===== src/rtl/ifetch_queue_if.sv =====
// Fetch-stage bus bundle: imem request/response, redirect, and decoder handshake.
// Handshake rule for both req and out channels: a transfer happens on a rising
// clock edge where valid && ready; valid never depends on ready; the payload is
// held stable while valid is high and ready is low. imem responses and
// redirects carry no ready signal and are always taken when valid.
interface ifetch_queue_if;
  logic        imem_req_valid;
  logic [31:0] imem_req_addr;
  logic        imem_req_ready;
  logic        imem_resp_valid;
  logic [31:0] imem_resp_data;
  logic        redirect_valid;
  logic [31:0] redirect_pc;
  logic        out_valid;
  logic [31:0] out_inst;
  logic [31:0] out_pc;
  logic        out_ready;

  // Fetch unit side
  modport master (
    output imem_req_valid, imem_req_addr,
    input  imem_req_ready,
    input  imem_resp_valid, imem_resp_data,
    input  redirect_valid, redirect_pc,
    output out_valid, out_inst, out_pc,
    input  out_ready
  );

  // Environment side (imem, branch unit, decoder)
  modport slave (
    input  imem_req_valid, imem_req_addr,
    output imem_req_ready,
    output imem_resp_valid, imem_resp_data,
    output redirect_valid, redirect_pc,
    input  out_valid, out_inst, out_pc,
    output out_ready
  );
endinterface


===== src/rtl/ifetch_queue.sv =====
// Instruction fetch queue: issues sequential word fetches under a credit limit,
// buffers returned instructions with their PCs and hands them to the decoder.
// A redirect flushes the buffer and marks all in-flight responses for discard.
module ifetch_queue #(
  parameter int          DEPTH    = 4,
  parameter logic [31:0] RESET_PC = 32'h0000_0000
) (
  input logic             clk,
  input logic             reset,
  ifetch_queue_if.master  io_bus
);
  localparam int AW = $clog2(DEPTH);
  localparam int CW = AW + 1;
  localparam int SW = CW + 1;
  localparam logic [SW-1:0] L_DEPTH = SW'(DEPTH);
  localparam logic [AW-1:0] PTR_ONE = AW'(1);

  logic [31:0]   r_fetch_pc;
  logic [CW-1:0] r_count;
  logic [CW-1:0] r_outstanding;
  logic [CW-1:0] r_drop_cnt;

  // Instruction FIFO (data + pc)
  logic [31:0]   r_inst_mem [DEPTH];
  logic [31:0]   r_pc_mem   [DEPTH];
  logic [AW-1:0] r_wr_ptr;
  logic [AW-1:0] r_rd_ptr;

  // Address of every accepted request, consumed in order by responses
  logic [31:0]   r_req_pc_mem [DEPTH];
  logic [AW-1:0] r_req_wr_ptr;
  logic [AW-1:0] r_req_rd_ptr;

  logic [SW-1:0] w_credit_used;
  logic          w_req_valid;
  logic          w_accept;
  logic          w_resp;
  logic          w_resp_drop;
  logic          w_push;
  logic          w_out_valid;
  logic          w_pop;
  logic [CW-1:0] w_outstanding_next;
  logic [31:0]   w_resp_pc;
  logic [31:0]   w_redirect_pc;

  // Every FIFO slot or in-flight request holds one credit, so a response
  // always finds room and the imem never needs back-pressure.
  assign w_credit_used      = SW'(r_count) + SW'(r_outstanding);
  assign w_req_valid        = !reset && !io_bus.redirect_valid && (w_credit_used < L_DEPTH);
  assign w_accept           = w_req_valid && io_bus.imem_req_ready;
  assign w_resp             = io_bus.imem_resp_valid;
  // Stale responses are always older than any post-redirect request, so
  // discarding the first drop_cnt responses removes exactly the stale ones.
  assign w_resp_drop        = w_resp && (io_bus.redirect_valid || (r_drop_cnt != '0));
  assign w_push             = w_resp && !w_resp_drop;
  assign w_out_valid        = (r_count != '0);
  assign w_pop              = w_out_valid && io_bus.out_ready && !io_bus.redirect_valid;
  assign w_outstanding_next = r_outstanding + CW'(w_accept) - CW'(w_resp);
  assign w_resp_pc          = r_req_pc_mem[r_req_rd_ptr];
  assign w_redirect_pc      = io_bus.redirect_pc & 32'hFFFF_FFFC;

  assign io_bus.imem_req_valid = w_req_valid;
  assign io_bus.imem_req_addr  = r_fetch_pc;
  assign io_bus.out_valid      = w_out_valid;
  assign io_bus.out_inst       = r_inst_mem[r_rd_ptr];
  assign io_bus.out_pc         = r_pc_mem[r_rd_ptr];

  // Fetch PC, occupancy, in-flight and discard counters, queue pointers
  always_ff @(posedge clk) begin
    if (reset) begin
      r_fetch_pc    <= RESET_PC;
      r_count       <= '0;
      r_outstanding <= '0;
      r_drop_cnt    <= '0;
      r_wr_ptr      <= '0;
      r_rd_ptr      <= '0;
      r_req_wr_ptr  <= '0;
      r_req_rd_ptr  <= '0;
    end else begin
      r_outstanding <= w_outstanding_next;
      if (w_accept) r_req_wr_ptr <= r_req_wr_ptr + PTR_ONE;
      if (w_resp)   r_req_rd_ptr <= r_req_rd_ptr + PTR_ONE;
      if (io_bus.redirect_valid) begin
        r_fetch_pc <= w_redirect_pc;
        r_count    <= '0;
        r_wr_ptr   <= '0;
        r_rd_ptr   <= '0;
        r_drop_cnt <= w_outstanding_next;
      end else begin
        if (w_accept) r_fetch_pc <= r_fetch_pc + 32'd4;
        r_count <= r_count + CW'(w_push) - CW'(w_pop);
        if (w_push) r_wr_ptr <= r_wr_ptr + PTR_ONE;
        if (w_pop)  r_rd_ptr <= r_rd_ptr + PTR_ONE;
        if (w_resp && (r_drop_cnt != '0)) r_drop_cnt <= r_drop_cnt - CW'(1);
      end
    end
  end

  // Payload storage; contents are only meaningful behind the valid counters
  always_ff @(posedge clk) begin
    if (w_push) begin
      r_inst_mem[r_wr_ptr] <= io_bus.imem_resp_data;
      r_pc_mem[r_wr_ptr]   <= w_resp_pc;
    end
    if (w_accept) r_req_pc_mem[r_req_wr_ptr] <= r_fetch_pc;
  end

  // A response with nothing in flight means the imem and this unit disagree
  a_resp_has_req: assert property (@(posedge clk) disable iff (reset)
    io_bus.imem_resp_valid |-> (r_outstanding != '0));

endmodule


===== src/flat_wrapper.sv =====
// flat-port wrapper written by rule: the top's interface ports become plain ports
module ifetch_queue_flat 
#(
  parameter int          DEPTH    = 4,
  parameter logic [31:0] RESET_PC = 32'h0000_0000
)
  (clk, reset, io_bus_imem_req_valid, io_bus_imem_req_addr, io_bus_imem_req_ready, io_bus_imem_resp_valid, io_bus_imem_resp_data, io_bus_redirect_valid, io_bus_redirect_pc, io_bus_out_valid, io_bus_out_inst, io_bus_out_pc, io_bus_out_ready);
  ifetch_queue_if io_bus_i ();
  input logic clk;
  input logic reset;
  output wire logic [$bits(io_bus_i.imem_req_valid)-1:0] io_bus_imem_req_valid;
  output wire logic [$bits(io_bus_i.imem_req_addr)-1:0] io_bus_imem_req_addr;
  input wire logic [$bits(io_bus_i.imem_req_ready)-1:0] io_bus_imem_req_ready;
  input wire logic [$bits(io_bus_i.imem_resp_valid)-1:0] io_bus_imem_resp_valid;
  input wire logic [$bits(io_bus_i.imem_resp_data)-1:0] io_bus_imem_resp_data;
  input wire logic [$bits(io_bus_i.redirect_valid)-1:0] io_bus_redirect_valid;
  input wire logic [$bits(io_bus_i.redirect_pc)-1:0] io_bus_redirect_pc;
  output wire logic [$bits(io_bus_i.out_valid)-1:0] io_bus_out_valid;
  output wire logic [$bits(io_bus_i.out_inst)-1:0] io_bus_out_inst;
  output wire logic [$bits(io_bus_i.out_pc)-1:0] io_bus_out_pc;
  input wire logic [$bits(io_bus_i.out_ready)-1:0] io_bus_out_ready;
  assign io_bus_imem_req_valid = io_bus_i.imem_req_valid;
  assign io_bus_imem_req_addr = io_bus_i.imem_req_addr;
  assign io_bus_i.imem_req_ready = io_bus_imem_req_ready;
  assign io_bus_i.imem_resp_valid = io_bus_imem_resp_valid;
  assign io_bus_i.imem_resp_data = io_bus_imem_resp_data;
  assign io_bus_i.redirect_valid = io_bus_redirect_valid;
  assign io_bus_i.redirect_pc = io_bus_redirect_pc;
  assign io_bus_out_valid = io_bus_i.out_valid;
  assign io_bus_out_inst = io_bus_i.out_inst;
  assign io_bus_out_pc = io_bus_i.out_pc;
  assign io_bus_i.out_ready = io_bus_out_ready;
  ifetch_queue #(.DEPTH(DEPTH), .RESET_PC(RESET_PC)) u_core (.clk(clk), .reset(reset), .io_bus(io_bus_i));
endmodule

===== config.mk =====
export PLATFORM = sky130hd
export DESIGN_NAME = ifetch_queue_flat
export DESIGN_NICKNAME = d
export VERILOG_FILES = /design/src/rtl/ifetch_queue_if.sv /design/src/rtl/ifetch_queue.sv /design/src/flat_wrapper.sv
export SDC_FILE = /design/constraint.sdc
export NUM_CORES = 1
export LEC_CHECK = 0
export ABC_AREA = 1
export CAP_MARGIN = 20
export CORE_MARGIN = 4
export CORE_UTILIZATION = 55
export DETAILED_ROUTE_END_ITERATION = 10
export GPL_ROUTABILITY_DRIVEN = 1
export GPL_TIMING_DRIVEN = 1
export PLACE_DENSITY = 0.77
export RECOVER_POWER = 50
export SETUP_SLACK_MARGIN = 0.02
export SYNTH_ARGS = -nofsm -noshare
export SYNTH_HDL_FRONTEND = slang
export SYNTH_SLANG_ARGS = --single-unit

===== constraint.sdc =====
create_clock -name clk -period 4.9 [get_ports clk]
set_input_delay 0.49 -clock clk [delete_from_list [all_inputs] [get_ports clk]]
set_output_delay 0.49 -clock clk [all_outputs]
set_load 0.1 [all_outputs]

### Word level (Yosys, flattened, before mapping)

Memories as Yosys holds them, arrays and structs flattened. A register that Yosys moved wholly into a read port is not among the register bits.
Index checks and enable logic that the tools add are counted.

| storage, ports and cells | value |
|---|---|
| flip-flop bits (word level) | 49 |
| RAM bits | 384 |
| input port bits | 70 |
| logic and storage cells | 55 |
| memories | 3 |

| cells by class | value |
|---|---|
| $add $sub $neg | 11 |
| $lt $le $gt $ge | 1 |
| muxes and demuxes | 14 |
| reduce and logical (&&, ||, !) cells | 17 |

Memory list:

| name | words | width | read ports | clocked after memory_dff | write ports | RTL line | text |
|---|---|---|---|---|---|---|---|
| u_core.r_inst_mem | 4 | 32 | 1 | 1 | 1 | ifetch_queue.sv:24 | `logic [31:0] r_inst_mem [DEPTH];` |
| u_core.r_pc_mem | 4 | 32 | 1 | 1 | 1 | ifetch_queue.sv:25 | `logic [31:0] r_pc_mem [DEPTH];` |
| u_core.r_req_pc_mem | 4 | 32 | 1 | 1 | 1 | ifetch_queue.sv:30 | `logic [31:0] r_req_pc_mem [DEPTH];` |

Operators with widths:

| cell | count |
|---|---|
| $mux W32 | 2 |
| $add A32 B3 Y32 const B | 1 |
| $mux W2 | 6 |
| $add A2 B1 Y2 const B | 4 |
| $logic_and A1 B1 Y1 | 8 |
| $add A3 B1 Y3 | 2 |
| $mux W3 | 2 |
| $reduce_bool A3 Y1 | 2 |
| $sub A3 B1 Y3 | 2 |
| $add A3 B3 Y4 | 1 |
| $lt A4 B3 Y1 const B | 1 |
| $mux W1 | 4 |
| $reduce_bool A2 Y1 | 2 |
| $logic_not A1 Y1 | 3 |
| $sub A3 B1 Y3 const B | 1 |
| $reduce_or A2 Y1 | 1 |
| $logic_or A1 B1 Y1 | 1 |

### Depth between registers and ports, before layout

| depth | value |
|---|---|
| depth after elaboration | 7 |
| depth in mapped cells | 11 |

### Worst setup path after synthesis

OpenSTA, ideal clock, no wires.

| path | value |
|---|---|
| kind | in2reg |
| from | in io_bus_redirect_valid |
| to | mem u_core.r_inst_mem[0][0] (enable) |
| library setup time | 482 ps |
| data arrival time | 3497 ps |
| required time | 4418 ps |
| slack | 921 ps |
| cell stages on the path | 4 |
| buffers on the path | 1 |
| cells stage by stage | buf_6 clkinv_1 nand2_1 nor2_1 |

| between the ends | value |
|---|---|
| cells in the longest elaborated chain, start to end | 6 |

RTL lines:

| what | RTL line | text |
|---|---|---|
| start: declaration | flat_wrapper.sv:16 | `input wire logic [$bits(io_bus_i.redirect_valid)-1:0] io_bus_redirect_valid;` |
| $logic_or A1 B1 Y1 | ifetch_queue.sv:54 | `assign w_resp_drop = w_resp && (io_bus.redirect_valid \|\| (r_drop_cnt != '0));` |
| $logic_and A1 B1 Y1 | ifetch_queue.sv:54 |  |
| $logic_not A1 Y1 | ifetch_queue.sv:55 | `assign w_push = w_resp && !w_resp_drop;` |
| $logic_and A1 B1 Y1 | ifetch_queue.sv:55 |  |
| $mux W1 | ifetch_queue.sv:101 | `if (w_push) begin` |
| $mux W1 (implied by the code) | ifetch_queue.sv:102 | `r_inst_mem[r_wr_ptr] <= io_bus.imem_resp_data;` |
| end: declaration | ifetch_queue.sv:24 |  |

Every way passes these cells.

### Final worst setup path

| path | value |
|---|---|
| from | in reset |
| to | reg u_core.r_fetch_pc[13] (netlist: u_core.io_bus.imem_req_addr[13]) |

| between the ends | value |
|---|---|
| cells in the longest elaborated chain, start to end | 5 |

RTL lines:

| what | RTL line | text |
|---|---|---|
| start: declaration | flat_wrapper.sv:10 | `input logic reset;` |
| $logic_not A1 Y1 | ifetch_queue.sv:49 | `assign w_req_valid = !reset && !io_bus.redirect_valid && (w_credit_used < L_DEPTH);` |
| $logic_and A1 B1 Y1 (2 in a row) | ifetch_queue.sv:49 |  |
| $logic_and A1 B1 Y1 | ifetch_queue.sv:50 | `assign w_accept = w_req_valid && io_bus.imem_req_ready;` |
| $reduce_bool A2 Y1 (no line) | - |  |
| end signal: assignment | ifetch_queue.sv:84 | `r_fetch_pc <= w_redirect_pc;` |
| end signal: assignment | ifetch_queue.sv:90 | `if (w_accept) r_fetch_pc <= r_fetch_pc + 32'd4;` |
| end: declaration | ifetch_queue.sv:18 | `logic [31:0] r_fetch_pc;` |

Parallel ways exist; a longest one is shown, timed or not.
A chain may end at the register's enable or synchronous reset.

==> results.json <==
{
  "status": "finished, final reports clean",
  "drc": 0,
  "finalSetupTns_ps": 0,
  "h-tree-depth": 2,
  "cp.arrival_ps": 4160,
  "min_from": "u_core.r_rd_ptr[1]",
  "grt_pass1_vias": 10800,
  "ys_ff_latch": 419,
  "synth_top_family_by_area": "compound AO/OA/AOI/OAI gates",
  "synth_cell_types": 31,
  "areaGrowthSynthToFinish_pct": 19.0,
  "dieArea_sq_um": 33300,
  "ys_seq_area_share_pct": 72.1,
  "post_drt_wl_per_cell_um": 18.0,
  "num-nets-final": 1652,
  "grt_pass1_wl_um": 56400,
  "crit_chain": "dlygate4sd3_1 -> clkbuf_1 -> nor2_1 -> nand2_1 -> nor2_1 -> nand2_1 -> nand2_1 -> o21ai_0 -> inv_1 -> a21oi_1",
  "port_buffers": 161,
  "reg2regPathDepth": 4,
  "maxCapViolCount": 0,
  "cts_tree": "yes",
  "grt_max_degree": 104,
  "num_vias": 11000,
  "multi_input_comb_area_sq_um": 4030,
  "setup_viol": 0,
  "fmax_mhz": 268,
  "synth_ff_type": "edfxtp_1",
  "p_per_area_nw_per_um2": 412,
  "worstSkewPairLatency_ps": 530,
  "drive_above_1_share_pct": 9.97,
  "synth_edf_count": 368,
  "hp-class": "register to register",
  "stdcell_area_sq_um": 19900,
  "synth-compound-area-share_pct": 11.1,
  "synthMuxAreaShare_pct": 0,
  "antenna_found_initial": 0,
  "die_height_um": 183,
  "rsz0062_at_grt": "false",
  "fill_cells": 2109,
  "synth-xor-area-share_pct": 0.889,
  "cts_sinks": 419,
  "slew_headroom_pct": 3.29,
  "skew_ps": 20.2,
  "regArea_sq_um": 12100,
  "crit_top_cell": "nand2_1",
  "post_dp_cell_area_sq_um": 18600,
  "gp_congestion": 0.838,
  "synth_adder_area_share_pct": 1.51,
  "irDropWorstVdd_v": 0.000252,
  "critical_path.slowest_cell": "clkbuf_1",
  "wirelength_um": 35800,
  "synthCells": 1410,
  "avgSynthCellArea_sq_um": 11.9,
  "crit_required_ps": 5330,
  "ant_nets": 0,
  "start_kind": "input pin",
  "cts_resized": 0,
  "path_depth": 10,
  "r2r_end": "u_core.r_pc_mem[2][31]",
  "grt_overflow": 0,
  "clkTransAtPathRegs_ps": 60,
  "start_util_pct": 56.1,
  "cts_made_buffers": 42,
  "io_pins": 168,
  "post-cts-setup-buffer-count": 0,
  "clockRootBuffer": "clkbuf_16",
  "tightest_slew_ps": 1450,
  "min_period_ps": 3730,
  "report.final.slew_viol_count": 0,
  "die_w_um": 183,
  "finalHoldViolCount": 0,
  "hold_buffers": 0,
  "core_area_sq_um": 29900,
  "drt_iter0_markers": 1104,
  "clockBufferDepth": 3,
  "viasPerCell": 5.56,
  "path_max_fanout": 27,
  "endpoint_kind": "register",
  "drtPass1Iterations": 5,
  "critPathMaxStageDelay_ps": 1030,
  "synthArstFlopShare_pct": 0,
  "whs_path_depth": 2,
  "cp_num_buf_inv": 3,
  "grt.total_usage_pct": 21.1,
  "synth-simple-area-share_pct": 10.3,
  "hpwlAfterDp_um": 21100,
  "rrSetupSlack_ps": 1850,
  "num_rows": 63,
  "leakage_nw": 7.00,
  "path_class": "input pin to register",
  "syn_area_sq_um": 16800,
  "critPathTopFamily": "simple AND/OR/NAND/NOR gates",
  "finalCritPeriodShare_pct": 76.1,
  "ys_warn_count": 0
}
==> flip-flops by register name, indices dropped and copies added, names as in the netlist, named ones only <==
signal	flops
u_core.io_bus.imem_req_addr	30
u_core.r_count	3
u_core.r_drop_cnt	3
u_core.r_inst_mem	128
u_core.r_outstanding	3
u_core.r_pc_mem	120
u_core.r_rd_ptr	2
u_core.r_req_pc_mem	120
u_core.r_req_rd_ptr	2
u_core.r_req_wr_ptr	2
u_core.r_wr_ptr	2
==> cell usage after synthesis, types with 2 or more instances <==
cell / n / area [sq um]
a21oi_1: 34 / 170
a31oi_1: 3 / 18.8
buf_1: 3 / 11.3
buf_2: 2 / 10.0
buf_4: 6 / 45.0
buf_6: 3 / 33.8
clkbuf_1: 62 / 233
dfxtp_1: 51 / 1020
edfxtp_1: 368 / 11100
fa_1: 2 / 40.0
ha_1: 17 / 213
inv_1: 94 / 353
nand2_1: 139 / 522
nand2_2: 3 / 18.8
nand3_1: 36 / 180
nand4_1: 2 / 12.5
nor2_1: 252 / 946
o211ai_1: 3 / 22.5
o21ai_0: 212 / 1060
o22ai_1: 92 / 576
xnor2_1: 6 / 52.6
xor2_1: 11 / 96.3
==> worst max path at each step <==
stage / startpoint / end / slack [ps]
after floorplan: io_bus_redirect_valid / u_core.r_inst_mem[0][0] / 920
after global placement: io_bus_redirect_valid / u_core.r_count[2] / 1640
after detailed placement: io_bus_redirect_valid / u_core.r_count[2] / 1530
after CTS: register / io_bus_out_pc[13] / 1620
after global routing: reset / u_core.io_bus.imem_req_addr[28] / 910
final: reset / u_core.io_bus.imem_req_addr[13] / 1170
==> report_power, final <==
part           leakage (nW)  internal [mW]  switching [mW]
clock network         0.676           1.87            1.27
logic                  2.56          0.233           0.741
registers              3.76           4.02          0.0743
==> placed cells by master, fill, tap and decap left out, types with 2 or more instances in the layout <==
cell and n:
o22ai_1 92, inv_1 93, clkbuf_2 2, clkbuf_1 7, clkinv_2 10, clkinvlp_4 3, edfxtp_1 368, dlygate4sd3_1 35
ha_1 17, nor2_1 246, xor2_1 11, clkbuf_16 43, xnor2_1 6, o211ai_1 3, conb_1 4, a31oi_1 3
nand3_1 36, clkbuf_8 4, a21oi_1 34, o21ai_0 212, clkdlybuf4s50_1 63, nand4_1 2, clkinv_1 8, nor2_2 4
fa_1 2, bufinv_16 4, nor2_4 4, buf_4 78, dfxtp_1 49, nand2_1 142
==> tightest hold or removal path: stages, from the launching register on <==
cell and delay (ps):
dfxtp_1 300, inv_1 50, a21oi_1 80
==> logic make-up after synthesis <==
family | count (synthesis)
compound gates | 345
xor+xnor | 17
fa+ha+maj | 19
buf+inv | 171
flops | 419
other cells | 1
simple gates | 438
==> through the flow <==
step / power, mW / setup slack, ps / hold WS [ps] / cells / util [%]
6_report: 8.21 / 1170 / 469 / 1986 / 66.8
5_1_grt: 8.51 / 912 / 515 / 1985 / 66.7
4_1_cts: 8.27 / 1620 / 469 / 1984 / 66.8
3_5_place_dp: 5.15 / 1530 / 458 / 1908 / 62.2
3_3_place_gp: 5.13 / 1640 / 462 / 1908 / 62.2
2_1_floorplan: 4.87 / 921 / 436 / 1413 / -
==> cell type report <==
type / count / share of cell area (%)
diodes: 1 / 0.0125
clock buffers: 51 / 5.75
clock inverters: 25 / 1.15
inverters: 95 / 1.79
multi-input cells: 823 / 20.2
flip-flops and latches: 419 / 60.6
well taps: 390 / 2.45
repair buffers: 182 / 8.10
==> routing by layer <==
| layer | wire, um | vias to the layer above | GRT usage, % | share of wire, % |
|---|---|---|---|---|
| met3 | 3200 | 42 | 3.95 | 8.9 |
| met5 | 0 | - | 0 | 0 |
| met4 | 552 | 0 | 5.28 | 1.5 |
| met2 | 17100 | 467 | 35.3 | 48 |
| li1 | - | 5287 | - | - |
| met1 | 14900 | 5240 | 28.9 | 42 |
No activity file was read; power rests on OpenSTA's default activity.
